===== src/rtl/rot_trng_pkg.sv =====
// Shared state encoding and default health-test thresholds for the TRNG conditioner.
package rot_trng_pkg;

  typedef enum logic [1:0] {
    IDLE    = 2'd0,
    COLLECT = 2'd1,
    DONE    = 2'd2,
    FAIL    = 2'd3
  } state_e;

  localparam int DEF_WIDTH      = 32;
  localparam int DEF_RCT_CUTOFF = 32;
  localparam int DEF_APT_WIN    = 64;
  localparam int DEF_APT_LO     = 24;
  localparam int DEF_APT_HI     = 40;

endpackage


===== src/rtl/rot_trng_health.sv =====
// Continuous repetition-count and adaptive-proportion tests on the raw oscillator stream.
module rot_trng_health
  import rot_trng_pkg::*;
#(
  parameter int RCT_CUTOFF = DEF_RCT_CUTOFF,
  parameter int APT_WIN    = DEF_APT_WIN,
  parameter int APT_LO     = DEF_APT_LO,
  parameter int APT_HI     = DEF_APT_HI
) (
  input  logic clk,
  input  logic rst_n,
  input  logic raw_bit_i,
  input  logic raw_valid_i,
  input  logic restart_i,
  output logic fail_o
);

  localparam int RW = $clog2(RCT_CUTOFF) + 1;
  localparam int AW = $clog2(APT_WIN) + 1;

  logic [RW-1:0] rct_cnt_q, rct_cnt_d, rct_inc;
  logic          prev_q, prev_d;
  logic [AW-1:0] apt_n_q, apt_n_d, apt_n_inc;
  logic [AW-1:0] apt_ones_q, apt_ones_d, apt_ones_inc;
  logic          rct_fail, apt_fail, apt_end;

  always_comb begin
    // A zero count means no bit seen since restart, so the next bit starts a run of one.
    rct_inc      = (rct_cnt_q != '0 && raw_bit_i == prev_q) ? rct_cnt_q + 1'b1 : RW'(1);
    apt_n_inc    = apt_n_q + 1'b1;
    apt_ones_inc = apt_ones_q + AW'(raw_bit_i);
    apt_end      = (apt_n_inc == AW'(APT_WIN));
    rct_fail     = raw_valid_i && (rct_inc == RW'(RCT_CUTOFF));
    apt_fail     = raw_valid_i && apt_end &&
                   ((apt_ones_inc < AW'(APT_LO)) || (apt_ones_inc > AW'(APT_HI)));
    fail_o       = !restart_i && (rct_fail || apt_fail);

    rct_cnt_d  = rct_cnt_q;
    prev_d     = prev_q;
    apt_n_d    = apt_n_q;
    apt_ones_d = apt_ones_q;
    if (restart_i) begin
      rct_cnt_d  = '0;
      prev_d     = 1'b0;
      apt_n_d    = '0;
      apt_ones_d = '0;
    end else if (raw_valid_i) begin
      rct_cnt_d  = rct_inc;
      prev_d     = raw_bit_i;
      apt_n_d    = apt_end ? '0 : apt_n_inc;
      apt_ones_d = apt_end ? '0 : apt_ones_inc;
    end
  end

  always_ff @(posedge clk or negedge rst_n) begin
    if (!rst_n) begin
      rct_cnt_q  <= '0;
      prev_q     <= 1'b0;
      apt_n_q    <= '0;
      apt_ones_q <= '0;
    end else begin
      rct_cnt_q  <= rct_cnt_d;
      prev_q     <= prev_d;
      apt_n_q    <= apt_n_d;
      apt_ones_q <= apt_ones_d;
    end
  end

endmodule


===== src/rtl/rot_trng_cond.sv =====
// TRNG conditioning stage: health tests, Von Neumann debiasing and word assembly
// behind a gen/clear control interface and a valid/ack result handshake.
module rot_trng_cond
  import rot_trng_pkg::*;
#(
  parameter int WIDTH      = DEF_WIDTH,
  parameter int RCT_CUTOFF = DEF_RCT_CUTOFF,
  parameter int APT_WIN    = DEF_APT_WIN,
  parameter int APT_LO     = DEF_APT_LO,
  parameter int APT_HI     = DEF_APT_HI
) (
  input  logic             clk,
  input  logic             rst_n,
  input  logic             raw_bit_i,
  input  logic             raw_valid_i,
  input  logic             gen_i,
  input  logic             clear_i,
  input  logic             rd_ack_i,
  output logic [WIDTH-1:0] rnd_o,
  output logic             rnd_valid_o,
  output logic             busy_o,
  output logic             health_fail_o
);

  localparam int BW = $clog2(WIDTH) + 1;

  state_e           state_q, state_d;
  logic [WIDTH-1:0] shift_q, shift_d, shift_in;
  logic [WIDTH-1:0] rnd_q, rnd_d;
  logic [BW-1:0]    bit_cnt_q, bit_cnt_d, bit_cnt_inc;
  logic             pair_full_q, pair_full_d, pair_b0_q, pair_b0_d;
  logic             rnd_valid_q, rnd_valid_d, busy_q, busy_d, fail_q, fail_d;
  logic             start, h_valid, h_restart, h_fail;

  assign start     = (state_q == IDLE) && gen_i && !clear_i;
  assign h_valid   = raw_valid_i && (state_q == COLLECT) && !clear_i;
  assign h_restart = clear_i || start;

  rot_trng_health #(
    .RCT_CUTOFF(RCT_CUTOFF),
    .APT_WIN   (APT_WIN),
    .APT_LO    (APT_LO),
    .APT_HI    (APT_HI)
  ) u_health (
    .clk        (clk),
    .rst_n      (rst_n),
    .raw_bit_i  (raw_bit_i),
    .raw_valid_i(h_valid),
    .restart_i  (h_restart),
    .fail_o     (h_fail)
  );

  always_comb begin
    shift_in    = {shift_q[WIDTH-2:0], pair_b0_q};
    bit_cnt_inc = bit_cnt_q + 1'b1;

    state_d     = state_q;
    shift_d     = shift_q;
    rnd_d       = rnd_q;
    bit_cnt_d   = bit_cnt_q;
    pair_full_d = pair_full_q;
    pair_b0_d   = pair_b0_q;
    rnd_valid_d = rnd_valid_q;
    busy_d      = busy_q;
    fail_d      = fail_q;

    if (clear_i) begin
      state_d     = IDLE;
      shift_d     = '0;
      rnd_d       = '0;
      bit_cnt_d   = '0;
      pair_full_d = 1'b0;
      pair_b0_d   = 1'b0;
      rnd_valid_d = 1'b0;
      busy_d      = 1'b0;
      fail_d      = 1'b0;
    end else begin
      case (state_q)
        IDLE: begin
          if (gen_i) begin
            state_d     = COLLECT;
            shift_d     = '0;
            bit_cnt_d   = '0;
            pair_full_d = 1'b0;
            pair_b0_d   = 1'b0;
            busy_d      = 1'b1;
          end
        end
        COLLECT: begin
          if (raw_valid_i) begin
            // A health failure on this bit wins over any word it would complete.
            if (h_fail) begin
              state_d     = FAIL;
              shift_d     = '0;
              rnd_d       = '0;
              rnd_valid_d = 1'b0;
              busy_d      = 1'b0;
              fail_d      = 1'b1;
            end else if (!pair_full_q) begin
              pair_full_d = 1'b1;
              pair_b0_d   = raw_bit_i;
            end else begin
              pair_full_d = 1'b0;
              if (pair_b0_q != raw_bit_i) begin
                shift_d   = shift_in;
                bit_cnt_d = bit_cnt_inc;
                if (bit_cnt_inc == BW'(WIDTH)) begin
                  state_d     = DONE;
                  rnd_d       = shift_in;
                  rnd_valid_d = 1'b1;
                  busy_d      = 1'b0;
                end
              end
            end
          end
        end
        DONE: begin
          if (rd_ack_i) begin
            state_d     = IDLE;
            rnd_valid_d = 1'b0;
          end
        end
        default: ;
      endcase
    end
  end

  always_ff @(posedge clk or negedge rst_n) begin
    if (!rst_n) begin
      state_q     <= IDLE;
      shift_q     <= '0;
      rnd_q       <= '0;
      bit_cnt_q   <= '0;
      pair_full_q <= 1'b0;
      pair_b0_q   <= 1'b0;
      rnd_valid_q <= 1'b0;
      busy_q      <= 1'b0;
      fail_q      <= 1'b0;
    end else begin
      state_q     <= state_d;
      shift_q     <= shift_d;
      rnd_q       <= rnd_d;
      bit_cnt_q   <= bit_cnt_d;
      pair_full_q <= pair_full_d;
      pair_b0_q   <= pair_b0_d;
      rnd_valid_q <= rnd_valid_d;
      busy_q      <= busy_d;
      fail_q      <= fail_d;
    end
  end

  assign rnd_o         = rnd_q;
  assign rnd_valid_o   = rnd_valid_q;
  assign busy_o        = busy_q;
  assign health_fail_o = fail_q;

endmodule


===== config.mk =====
export PLATFORM = sky130hd
export DESIGN_NAME = rot_trng_cond
export DESIGN_NICKNAME = d
export VERILOG_FILES = /design/src/rtl/rot_trng_pkg.sv /design/src/rtl/rot_trng_health.sv /design/src/rtl/rot_trng_cond.sv
export SDC_FILE = /design/constraint.sdc
export NUM_CORES = 1
export LEC_CHECK = 0
export BUFFER_PORTS_ARGS = -buffer_cell sky130_fd_sc_hd__buf_2
export CORE_MARGIN = 10
export CORE_UTILIZATION = 55
export CTS_BUF_LIST = sky130_fd_sc_hd__clkbuf_2 sky130_fd_sc_hd__clkbuf_4 sky130_fd_sc_hd__clkbuf_8
export DETAILED_ROUTE_END_ITERATION = 12
export PLACE_DENSITY_LB_ADDON = 0.05
export RECOVER_POWER = 50
export SLEW_MARGIN = 20
export SYNTH_ARGS = -nofsm -noshare
export SYNTH_HDL_FRONTEND = slang
export SYNTH_HIERARCHICAL = 1
export SYNTH_SLANG_ARGS = --single-unit

===== constraint.sdc =====
create_clock -name clk -period 5.08 [get_ports clk]
set_clock_uncertainty 0.1 [all_clocks]
set_input_delay 0.254 -clock clk [delete_from_list [all_inputs] [get_ports clk]]
set_output_delay 0.254 -clock clk [all_outputs]
set_load 0.05 [all_outputs]

==> results of run 1 <==
## per-layer routing
| metal | share of wire [%] | routed length, um |
|---|---|---|
| met4 | 1.6 | 141 |
| met1 | 49 | 4370 |
| met5 | 0 | 0 |
| met3 | 5.0 | 448 |
| met2 | 45 | 4040 |
## cells by family (layout without fill, tap and decap cells)
family,count (synthesis),in the layout,share of synthesized area [%]
buffers and inverters,29,67,3.95
multiplexers,3,3,0.696
AO/OA/AOI/OAI,103,103,17.5
adder cells (fa/ha/maj),9,9,2.50
XOR/XNOR,12,12,2.34
flip-flops,97,97,54.0
AND/OR/NAND/NOR,181,181,19.0
## final cells by class
cell class / instances / share of cell area (%)
clock buffers: 9 / 2.52
clock inverters: 6 / 2.37
inverters: 6 / 0.458
multi-input cells: 308 / 38.7
flip-flops and latches: 97 / 49.4
well taps: 102 / 2.60
repair buffers: 46 / 4.02
## path summary, 6_finish.rpt
kind	startpoint	to	slack, ns
max	state_q[1]	shift_q[0]	1.12
min reg2reg	shift_q[30]	shift_q[30]	0.39
max in group asynchronous	rst_n	health_fail_o	1.98
max reg2reg	state_q[1]	shift_q[0]	1.12
min in group asynchronous	rst_n	rnd_o[5]	0.56
min	gen_i	busy_o	0.11
## worst max-delay path, cell delays in order (launching register included)
cell and delay (ns):
dfrtp_1 0.39, inv_1 0.10, ha_1 0.34, nor2b_1 0.38
and2_1 0.44, nor2b_1 0.39, o211ai_2 0.18, a21oi_1 0.19
nand2_1 0.06, o21ai_1 0.28, nor2b_2 0.12, a21o_1 0.54
o31ai_1 0.35
## placed cells by master (no fill, tap or decap), types with 4 or more instances in the layout
cell type | synthesis | routed
dfrtp_1 | 97 | 97
nand2_1 | 81 | 81
a22o_1 | 39 | 39
nand3_1 | 39 | 39
clkbuf_1 | 12 | 36
nor2_1 | 22 | 22
o21ai_0 | 15 | 15
ha_1 | 9 | 9
clkbuf_8 | 0 | 9
o21ai_1 | 9 | 9
xor2_1 | 8 | 8
a21oi_1 | 10 | 8
inv_1 | 6 | 6
nand2b_1 | 6 | 6
nor2b_1 | 6 | 5
o31ai_1 | 5 | 5
buf_2 | 3 | 5
a21o_1 | 4 | 4
nand4_1 | 4 | 4
nor3_1 | 4 | 4
xnor2_1 | 4 | 4
## metrics by stage
| step | utilization [%] | instance area (um2) |
|---|---|---|
| after global routing | 62.6 | 4920 |
| after global placement | 60.1 | 4720 |
| after detailed placement | 60.1 | 4720 |
| after floorplan | - | 4500 |
| final | 62.6 | 4920 |
| after CTS | 63.3 | 4970 |
## power by group
group / internal [mW] / total [mW] / switching (mW)
sequential: 0.784 / 0.797 / 0.0124
clock: 0.328 / 0.595 / 0.267
combinational: 0.0641 / 0.263 / 0.198
## flip-flops by register name, summed over array words and instances (netlist names), 2 cells and up
name	cells
u_health/apt_ones_q	7
u_health/apt_n_q	7
shift_q	31
rnd_o	32
u_health/rct_cnt_q	6
bit_cnt_q	6
state_q	2
## repair_timing
item | CTS | global route
resized for setup | 0 | 0
hold buffers | 1 | 0
hold endpoints to repair | 22 | 0
==> impl_metrics.yaml, run 1 <==
global_routing:
  grt.total_usage_pct: 15.0
  first_global_vias: 3238
  grt_pass1_wl_um: 15900
  use_met1_pct: 21.4
  grt.met2_usage_pct: 21.6
  antenna_found_initial: 0
  use_met3_pct: 3.46
  grt_max_degree: 76
  grt_overflow: 0
  grt.busiest_layer: "met2"
detailed_routing:
  routed_via_density: 5.83
  wl_per_cell_um: 15.7
  drc: 0
  ant_nets: 0
  drt-pass1-iter-count: 5
  routed_wl_um: 8990
  drt_iter0_markers: 195
  vias: 3349
sta:
  min_period_ns: 3.96
  tns_ns: 0
  tightestPinTransition_ns: 1.78
  fmax_mhz: 252
  hold_viol: 0
  fin_hold_ws_ns: 0.106
  setup_viol: 0
  slew_headroom_pct: -18.6
  post-route-period-util_pct: 78.0
  rsz0062_at_grt: "no"
  maxSlewViolCount: 76
  setup_slack_ns: 1.12
logic_synthesis:
  syn_area_per_cell_um2: 10.4
  yosys.area.top_type_share_pct: 54.0
  synth_area_leaders: "dfrtp_1 (54%), a22o_1 (7.6%), nand2_1 (6.8%), nand3_1 (4.3%), ha_1 (2.5%)"
  syn_area_mm2: 0.00450
  yosys_most_used_dff: "dfrtp_1"
  synth_top_area_cell: "dfrtp_1"
  synth_edf_count: 0
  async_reset_ff_share_pct: 100
  syn_inst: 434
  yosysMostFrequentCell: "dfrtp_1"
  synth_common_cells: "dfrtp_1 (97), nand2_1 (81), a22o_1 (39), nand3_1 (39), nor2_1 (22)"
  synth.distinct_cells: 55
  ys_seq_area_share_pct: 54.0
  ys_ff_latch: 97
  ys_warn_count: 6
  synth_fp_nets: 450
clock_network:
  htreeDepth: 3
  cts_buffers: 9
  cts_tree: "done"
  clock_latency_ns: 0.36
  clkSinkCount: 97
  cts.path.max_buffers: 2
  post-cts-setup-buffers: 0
  cts-root-buf: "clkbuf_8"
  cts.reportedPaths.clkPinSlew_ns: 0.10
hold_path:
  holdPathStages: 2
  hp-class: "primary input to flop"
run:
  cap_viol_max_count: 1
floorplanning:
  dieArea_mm2: 0.0122
  pin_count: 42
  die_w_um: 110
  core_area_mm2: 0.00785
  fp.dieH_um: 110
  initial_utilization_pct: 57.3
  rows: 32
placement:
  place_ws_ns: 1.12
  io_buffers: 41
  post-place-cells: 558
  dpl.hpwl_um: 6140
  gp_congestion: 0.883
pwr:
  power.total_mw: 1.65
  max-vdd-ir-drop_mv: 0.237
  cellLeakagePower_nw: 2.32
  power.density_mw_per_mm2: 336
final_layout:
  instances_no_fill: 574
  fill_cells: 687
  syn2layout_area_growth_pct: 9.35
  layout-drive-gt1-share_pct: 8.26
  seq_area_mm2: 0.00243
  antennaDiodeCount: 0
  multi_input_area_mm2: 0.00190
  nets: 484
run_status:
  violations: "capacitance limit, slew limit"
  status: "finished with violations"
worst_setup_path:
  path_class: "flop to flop"
  crit_fanout: 32
  startpoint_type: "flop"
  crit_arrival_ns: 4.13
  crit_required_ns: 5.24
  end_kind: "flop"
  ff2ff_path_depth: 12
(Power assumes the default switching activity.)
==> run 2: changes to the inputs <==
- clock period: 5.08 -> 3.2 ns (I/O delays scaled with it)
==> run 2 against run 1 <==
The run now ends clean. First-iteration DRC count shrank 2.6%. Cell count grew 2.3%. Register-to-register slack lost 0.88 ns. Worst setup slack lost 0.88 ns. Final area grew 2.3%. Non-clock buffer count grew 12. Sequential share of layout area shrank 1.1 points. Power grew 60%. Critical path type unchanged. Highest routed layer unchanged.
==> impl_metrics.yaml, run 2 (synthesis gave the netlist of run 1 again) <==
run_status:
  status: "finished, final reports clean"
worst_setup_path:
  crit_arrival_ns: 3.11
  r2r_slack_ns: 0.24
  crit_required_ns: 3.36
  path_class: "flop to flop"
  end_kind: "flop"
  crit_fanout: 8
  slowest_stage: "or4_1"
  startpoint_type: "flop"
  critPathMaxStageDelay_ns: 0.48
  crit_chain: "ha_1, ha_1, nand3_1, xor2_1, or4_1, nand3_1, o21ai_1, and4bb_2, nand4_1, buf_4, nor2b_1, o21ai_0, o31ai_1"
final_layout:
  seq_area_mm2: 0.00243
  layout_common_cells: "dfrtp_1 (97), nand2_1 (81), a22o_1 (39), nand3_1 (39), clkbuf_1 (37)"
  antennaDiodeCount: 0
  final_common_cell: "dfrtp_1"
  final_util_pct: 64.1
  multi_input_area_mm2: 0.00191
  layout-drive-gt1-share_pct: 10.3
  fill_cells: 662
  syn2layout_area_growth_pct: 11.9
  nets: 496
  largest_register_ffs: 32
floorplanning:
  initial_utilization_pct: 57.3
  fp.dieH_um: 110
  core_area_mm2: 0.00785
  dieArea_mm2: 0.0122
  pin_count: 42
  die_w_um: 110
  rows: 32
sta:
  tns_ns: 0
  rsz0062_at_grt: "no"
  fmax_mhz: 338
  post-route-period-util_pct: 92.4
  min_period_ns: 2.96
  hold_viol: 0
  setup_slack_ns: 0.242
  maxSlewViolCount: 0
  setup_viol: 0
  slew_headroom_pct: 15.1
  tightestPinTransition_ns: 1.27
pwr:
  max-vdd-ir-drop_mv: 0.335
  cellLeakagePower_nw: 2.38
  power.density_mw_per_mm2: 526
global_routing:
  grt.total_usage_pct: 14.9
  grt_pass1_wl_um: 15900
  antenna_found_initial: 0
  first_global_vias: 3220
  grt_max_degree: 52
  grt_overflow: 0
placement:
  dpl.hpwl_um: 6270
  place_ws_ns: 0.132
  io_buffers: 41
  gp_congestion: 0.820
clock_network:
  clkSinkCount: 97
  clock_latency_ns: 0.36
  cts_tree: "done"
  cts-root-buf: "clkbuf_8"
  cts.path.max_buffers: 2
  htreeDepth: 3
  cts_buffers: 9
  cts.reportedPaths.clkPinSlew_ns: 0.10
detailed_routing:
  drt-pass1-iter-count: 4
  wl_per_cell_um: 15.7
  routed_via_density: 5.74
  routed_wl_um: 9230
  drc: 0
  ant_nets: 0
  drt_iter0_markers: 190
  vias: 3367
run:
  cap_viol_max_count: 0
hold_path:
  hp-class: "primary input to flop"
==> run 2: changes by cell type in the layout (fill, tap and decap cells not counted), moves of 2 or more <==
cell           delta
buf_4             +7
buf_12            +2
clkinv_4          -2
dlygate4sd3_1     +2
==> run 2: what timing repair did <==
item	in CTS	in global routing
hold endpoints to repair	51	0
resized for setup	0	2
buffers inserted	0	1
setup endpoints to repair	0	4
hold buffers	3	0
==> run 2: final timing paths <==
check,from,endpoint,cells past startpoint
setup / recovery,u_health/apt_ones_q[0],bit_cnt_q[4],13
hold reg to reg,shift_q[30],shift_q[30],2
min in group asynchronous,rst_n,rnd_o[31],2
max in group asynchronous,rst_n,rnd_o[21],3
setup reg to reg,u_health/apt_ones_q[0],bit_cnt_q[4],13
hold / removal,raw_bit_i,pair_b0_q,3
==> run 2: worst max-delay path: cells and delay by family (launching register included) <==
family                     cells  cell delay (ns)
AOI/OAI and AO/OA              3             0.29
DFF                            1             0.36
and+or+nand+nor                6             1.30
buffers and inverters          1             0.18
xor gates and xnor gates       1             0.17
adders and majority gates      2             0.47
==> run 2: per-stage QoR <==
step / power [mW] / std cells / hold WS [ns] / cell area (um2)
after global placement: 1.75 / 567 / 0.121 / 4810
after floorplan: 1.59 / 434 / -0.236 / 4500
after detailed placement: 1.76 / 567 / 0.135 / 4810
after CTS: 2.67 / 586 / 0.0149 / 5070
after global routing: 2.77 / 587 / 0.0488 / 5030
final: 2.64 / 587 / 0.0271 / 5030
==> run 2: power breakdown <==
group / total (mW) / switching [mW] / internal (mW)
Sequential: 1.26 / 0.0186 / 1.24
Combinational: 0.475 / 0.328 / 0.148
Clock: 0.904 / 0.428 / 0.476
==> run 2: layer usage <==
| layer | share of wire, % | up-vias | track usage, % |
|---|---|---|---|
| met4 | 1.6 | 0 | 5.44 |
| met5 | 0 | - | 0 |
| met3 | 4.3 | 16 | 3.08 |
| li1 | - | 1649 | - |
| met1 | 50 | 1618 | 21.0 |
| met2 | 44 | 84 | 22.1 |
==> run 2: layout make-up <==
class	count	area share (%)
Inverter	6	0.448
Clock inverter	5	1.69
Multi-Input combinational cell	308	37.9
Clock buffer	11	2.89
Timing Repair Buffer	58	6.25
Tap cell	102	2.54
Sequential cell	97	48.3
